$ cat config.mk
export PLATFORM = sky130hd
export DESIGN_NAME = gpio_frame_sequencer
export DESIGN_NICKNAME = d
export VERILOG_FILES = /design/src/rtl/gpio_frame_sequencer.sv
export SDC_FILE = /design/constraint.sdc
export NUM_CORES = 1
export LEC_CHECK = 0
export BUFFER_PORTS_ARGS = -buffer_cell sky130_fd_sc_hd__buf_2
export CORE_MARGIN = 4
export CORE_UTILIZATION = 56
export CTS_CLUSTER_DIAMETER = 100
export DETAILED_ROUTE_END_ITERATION = 10
export PLACE_DENSITY_LB_ADDON = 0.12
export SLEW_MARGIN = 25
export SYNTH_ARGS = -nofsm -noshare
export SYNTH_HDL_FRONTEND = slang
export SYNTH_SLANG_ARGS = --single-unit
$ cat constraint.sdc
create_clock -name clk -period 3.15 [get_ports clk]
set_clock_uncertainty 0.2 [all_clocks]
set_input_delay 0.63 -clock clk [delete_from_list [all_inputs] [get_ports clk]]
set_output_delay 0.63 -clock clk [all_outputs]
set_load 0.02 [all_outputs]
$ cat src/rtl/gpio_frame_sequencer.sv
// gpio_frame_sequencer
//
// Frame-level controller for the Processor's GPIO pixel output port.
// A start request runs the Processor reset/init sequence. It then holds
// proc_swinit while the GPIO pixels strobed by pix_valid are captured into
// a small first-word-fall-through FIFO and counted. Once PIXEL_COUNT pixels
// have been seen, the FIFO is drained to the consumer and done is raised.
//
// Optional feature: define GPIO_SEQ_TIMEOUT_EN to build an idle watchdog in
// RUN. After TIMEOUT_CYCLES cycles without a strobe it sets timeout and
// forces the drain. Without the macro, timeout is tied low.
//
// Ports:
//   clk          in   system clock, rising edge
//   reset        in   synchronous active-high reset
//   start        in   frame request, honoured only in IDLE or DONE
//   proc_reset   out  reset to Processor (high in RST)
//   proc_swinit  out  swinit to Processor (high in RUN)
//   pix_in       in   Processor GPIO pixel data
//   pix_valid    in   Processor GPIOBoolean strobe, one pixel per high cycle
//   out_data     out  FIFO head (0 when empty)
//   out_valid    out  FIFO non-empty
//   out_ready    in   consumer accept
//   pix_cnt      out  pixels counted this frame
//   busy         out  high in RST, RUN, DRAIN
//   done         out  high in DONE
//   overflow     out  sticky, a pixel was dropped this frame
//   timeout      out  sticky watchdog flag
//   state_dbg    out  current FSM state encoding
//
// Handshake: a word leaves the FIFO in every cycle where out_valid and
// out_ready are both high. out_data is stable while out_valid is high and
// out_ready is low. The producer side has no backpressure. A pixel that
// finds the FIFO full, with no pop in the same cycle, is dropped.

module gpio_frame_sequencer #(
    parameter int PIXEL_COUNT    = 27360,
    parameter int PIXEL_W        = 1,
    parameter int FIFO_DEPTH     = 16,
    parameter int RST_CYCLES     = 2,
    parameter int TIMEOUT_CYCLES = 4096
) (
    input  logic                             clk,
    input  logic                             reset,
    input  logic                             start,
    output logic                             proc_reset,
    output logic                             proc_swinit,
    input  logic [PIXEL_W-1:0]               pix_in,
    input  logic                             pix_valid,
    output logic [PIXEL_W-1:0]               out_data,
    output logic                             out_valid,
    input  logic                             out_ready,
    output logic [$clog2(PIXEL_COUNT+1)-1:0] pix_cnt,
    output logic                             busy,
    output logic                             done,
    output logic                             overflow,
    output logic                             timeout,
    output logic [2:0]                       state_dbg
);

    localparam int CW = $clog2(PIXEL_COUNT + 1);
    localparam int AW = $clog2(FIFO_DEPTH);
    localparam int RW = $clog2(RST_CYCLES + 1);
    localparam logic [CW-1:0] LAST_PIX = CW'(PIXEL_COUNT - 1);
    localparam logic [RW-1:0] RST_LAST = RW'(RST_CYCLES - 1);
    localparam logic [AW:0]   ONE_WORD = (AW + 1)'(1);

    typedef enum logic [2:0] {
        S_IDLE  = 3'd0,
        S_RST   = 3'd1,
        S_RUN   = 3'd2,
        S_DRAIN = 3'd3,
        S_DONE  = 3'd4
    } state_t;

    state_t state, state_next;

    logic [PIXEL_W-1:0] mem [FIFO_DEPTH];
    // The extra top pointer bit separates full from empty when the index bits match.
    logic [AW:0]        wr_ptr, rd_ptr, fill;
    logic [RW-1:0]      rst_cnt;
    logic               empty, full, pop, push, drop;
    logic               enter_rst, frame_end, last_pop, timeout_hit;

    assign fill      = wr_ptr - rd_ptr;
    assign empty     = (wr_ptr == rd_ptr);
    assign full      = (wr_ptr[AW] != rd_ptr[AW]) && (wr_ptr[AW-1:0] == rd_ptr[AW-1:0]);
    assign pop       = !empty && out_ready;
    // A pop in the same cycle frees a slot, so a full FIFO can still accept a pixel.
    assign push      = (state == S_RUN) && pix_valid && (!full || pop);
    assign drop      = (state == S_RUN) && pix_valid && full && !pop;
    assign frame_end = (state == S_RUN) && pix_valid && (pix_cnt == LAST_PIX);
    assign enter_rst = ((state == S_IDLE) || (state == S_DONE)) && start;
    assign last_pop  = pop && (fill == ONE_WORD);

    // FSM state register
    always_ff @(posedge clk) begin
        if (reset) state <= S_IDLE;
        else       state <= state_next;
    end

    // FSM next-state logic
    always_comb begin
        state_next = state;
        case (state)
            S_IDLE:  if (start) state_next = S_RST;
            S_RST:   if (rst_cnt == RST_LAST) state_next = S_RUN;
            S_RUN:   if (frame_end || timeout_hit) state_next = S_DRAIN;
            S_DRAIN: if (empty || last_pop) state_next = S_DONE;
            S_DONE:  if (start) state_next = S_RST;
            default: state_next = S_IDLE;
        endcase
    end

    assign proc_reset  = (state == S_RST);
    assign proc_swinit = (state == S_RUN);
    assign busy        = (state == S_RST) || (state == S_RUN) || (state == S_DRAIN);
    assign done        = (state == S_DONE);
    assign out_valid   = !empty;
    assign out_data    = empty ? '0 : mem[rd_ptr[AW-1:0]];
    assign state_dbg   = state;

    // Reset-phase cycle counter, idle at zero outside RST
    always_ff @(posedge clk) begin
        if (reset || (state != S_RST)) rst_cnt <= '0;
        else                           rst_cnt <= rst_cnt + RW'(1);
    end

    // FIFO pointers; starting a frame flushes anything left behind
    always_ff @(posedge clk) begin
        if (reset || enter_rst) begin
            wr_ptr <= '0;
            rd_ptr <= '0;
        end else begin
            if (push) wr_ptr <= wr_ptr + ONE_WORD;
            if (pop)  rd_ptr <= rd_ptr + ONE_WORD;
        end
    end

    always_ff @(posedge clk) begin
        if (push) mem[wr_ptr[AW-1:0]] <= pix_in;
    end

    // Frame pixel count and drop flag; dropped pixels still count
    always_ff @(posedge clk) begin
        if (reset || enter_rst) begin
            pix_cnt  <= '0;
            overflow <= 1'b0;
        end else begin
            if ((state == S_RUN) && pix_valid) pix_cnt <= pix_cnt + CW'(1);
            if (drop) overflow <= 1'b1;
        end
    end

`ifdef GPIO_SEQ_TIMEOUT_EN
    localparam int TW = $clog2(TIMEOUT_CYCLES + 1);
    localparam logic [TW-1:0] IDLE_LAST = TW'(TIMEOUT_CYCLES - 1);

    logic [TW-1:0] idle_cnt;
    logic          timeout_q;

    // Counts cycles since the last strobe or since RUN entry
    assign timeout_hit = (state == S_RUN) && !pix_valid && (idle_cnt == IDLE_LAST);

    always_ff @(posedge clk) begin
        if (reset || (state != S_RUN) || pix_valid) idle_cnt <= '0;
        else                                        idle_cnt <= idle_cnt + TW'(1);
    end

    always_ff @(posedge clk) begin
        if (reset || enter_rst) timeout_q <= 1'b0;
        else if (timeout_hit)   timeout_q <= 1'b1;
    end

    assign timeout = timeout_q;
`else
    assign timeout_hit = 1'b0;
    assign timeout     = 1'b0;
`endif

endmodule

==> impl_metrics.toml <==
[placed_design]
portBuffers = 30
gp_congestion = 0.8767
dp_hpwl_um = 3543
preCtsSetupSlack_ps = 522.9

[pwr]
clockPowerShare_pct = 33.4
peakVddDrop_v = 0.0002451
p_comb_share_pct = 4.6
p_switching_uw = 253.5
swShare_pct = 22.95
seqPwrFrac_pct = 62.0
p_int_uw = 851.2
powerDensity_mw_per_mm2 = 403.9
leakagePower_uw = 0.001010

[critical_path]
cpLargestDelayFamily = "multiplexers"
critical_path.cell_chain = "mux4_1 > mux4_2 > and2_1 > buf_2"
worstSetupStartpointType = "register"
cp.required_ps = 2320
end_kind = "output port"
critical_path_buf_inv_count = 1
critPathMaxFanout = 4
worst_ep_arrival_time_ps = 2110
r2r_cells = 7
max_stage_delay_ps = 580
crit_type = "reg -> out"
cpMaxStageDelayCell = "mux4_1"
cp.depth = 4

[synth]
synthAdderAreaFrac_pct = 6.409
synth_edf_count = 16
synth_flop_cell = "dfxtp_1"
synth_area_leaders = "dfxtp_1 (28%), edfxtp_1 (20%), nor2_1 (6.9%), ha_1 (5.6%), xnor2_1 (5.3%)"
syn_area_per_cell_um2 = 10.16
synth-seq-cells = 51
synth_top_family_by_area = "simple AND/OR/NAND/NOR gates"
ys_types = 45
synth_xor_area_share_pct = 8.850
synthMuxAreaShare_pct = 6.002
yosys_warnings = 0
synth_nets = 260
synthArstFlopShare_pct = 0
synth_compound_area_share_pct = 6.358
synth_top_area_cell = "dfxtp_1"
synthCells = 242
seq_area_frac_synth_pct = 48.02
netlist_top_cells_count = "nor2_1 (45), dfxtp_1 (35), edfxtp_1 (16), xnor2_1 (15), nand2_1 (14)"
yosys.area_share.simple_pct = 21.01
synth_most_common_cell = "nor2_1"
synthesis.area_mm2 = 0.002460
synth_top_cell_area_share_pct = 28.48

[clock_tree]
cts_sinks = 51
clockBufferDepth = 2
cts_hold_buf = 0
numCtsBuffers = 5
htree_levels = 2
cts_resized = 0
clk_latency_ps = 310
clock-root-buffer = "clkbuf_8"
clk_pin_slew_ps = 90
cts_tree = "built"
cts_setup_buffers = 0

[detailed_routing]
drt_iter0_markers = 162
wl_per_cell_um = 14.56
vias_per_cell = 5.599
ant_nets = 0
via_count = 1814
firstDrtPassIters = 4
drc = 0
drt_wl_total_um = 4717

[timing]
rsz0062_at_grt = "no"
setup_tns_ps = 0
setup_violations = 0
relSlewSlack_pct = 62.66
finalHoldViolCount = 0
layout_setup_ws_ps = 214.1
period_needed_ps = 2936
maxSlewViolCount = 0
worst_pin_slew_ps = 559.2
max_freq_mhz = 340.6
period_share_pct = 93.20

[floorplan]
core_mm2 = 0.004115
pin_count = 32
die_y_um = 74.28
die_x_um = 74.28
initial_utilization_pct = 59.77
die_area_mm2 = 0.005517
rows = 23

[finish]
final_nets = 291
drive_above_1_share_pct = 16.79
n_antenna_cell = 0
area_delta_synth_final_pct = 11.19

[global_routing]
grt.total_usage_pct = 19.51
grt_pass1_vias = 1699
grt_overflow = 0
grt_max_degree = 18
grt_first_pass_wirelength_um = 8128
antenna_found_initial = 0

[run]
cap_violations = 0

[hold_path]
hold_depth = 1
holdCritPathClass = "reg -> reg"

[outcome]
status = "completed"
-- final cells by class --
| type | count | area, um2 |
|---|---|---|
| fillers | 358 | 1380 |
| repair buffers | 32 | 165.2 |
| well taps | 50 | 62.56 |
| flip-flops and latches | 51 | 1181 |
| clock inverters | 3 | 20.02 |
| multi-input cells | 173 | 1200 |
| clock buffers | 5 | 68.82 |
| inverters | 10 | 37.54 |
-- kinds of logic after synthesis --
kind of cell,Yosys count
buf+inv,18
fa+ha+maj,12
mux,7
flops,51
simple gates,106
other cells,1
xor+xnor,24
compound gates,23
-- routing by layer --
| metal | track usage, % | routed length, um | vias up |
|---|---|---|---|
| li1 | - | - | 906 |
| met1 | 28.28 | 2375 | 856 |
| met2 | 29.23 | 2060 | 45 |
| met3 | 4.459 | 218 | 7 |
| met4 | 5.929 | 63 | 0 |
| met5 | 0 | 0 | - |
-- power groups by stage --
stage | logic (uW) | registers, uW | clock network (uW)
4_1_cts | 52.1 | 685 | 380
6_report | 51.4 | 684 | 369
3_3_place_gp | 51.3 | 700 | 0
3_5_place_dp | 52.0 | 700 | 0
2_1_floorplan | 32.2 | 700 | 0
5_1_grt | 58.3 | 686 | 412
-- final timing paths --
path                                        startpoint                        end  slack, ps
worst max-delay path                          register                   out_data        210
worst max register to register  wr_ptr[0]$_SDFFE_PP0P_  state_dbg[0]$_SDFFE_PP0P_        670
worst min-delay path             rst_cnt[0]$_SDFF_PP0_      rst_cnt[0]$_SDFF_PP0_        240
worst min register to register   rst_cnt[0]$_SDFF_PP0_      rst_cnt[0]$_SDFF_PP0_        240
-- layout by cell type, fill, tap and decap left out, types with 3 or more instances in the layout --
cell type,synthesis,layout
dfxtp_1,35,35
edfxtp_1,16,16
buf_2,0,30
nand2b_1,4,4
a21o_1,3,3
nor4_1,3,3
clkbuf_8,0,5
nand2_1,14,14
a21oi_1,9,9
nand3_1,4,4
and3_1,3,3
ha_1,11,11
xnor2_1,15,15
xor2_1,8,8
nor2_1,45,45
nand4_1,8,8
nor3_1,13,13
mux4_1,4,4
inv_1,10,10
-- per-stage QoR --
stage	area (um2)	cells	util [%]	total power [uW]	hold WS (ps)
floorplan	2460	242	-	732.5	203.7
global placement	2646	316	64.31	751.1	222.8
detailed placement	2646	316	64.31	752.0	240.7
CTS	2735	324	66.46	1117	253.1
global route	2735	324	66.46	1156	301.4
finish	2735	324	66.46	1105	242.2
-- sequential cells by signal, indices dropped and copies added, names as in the netlist, named ones only --
register / count
pix_cnt: 15
overflow: 1
mem: 16
rd_ptr: 5
state_dbg: 3
rst_cnt: 2
wr_ptr: 5
No activity file was read; power rests on OpenSTA's default activity.
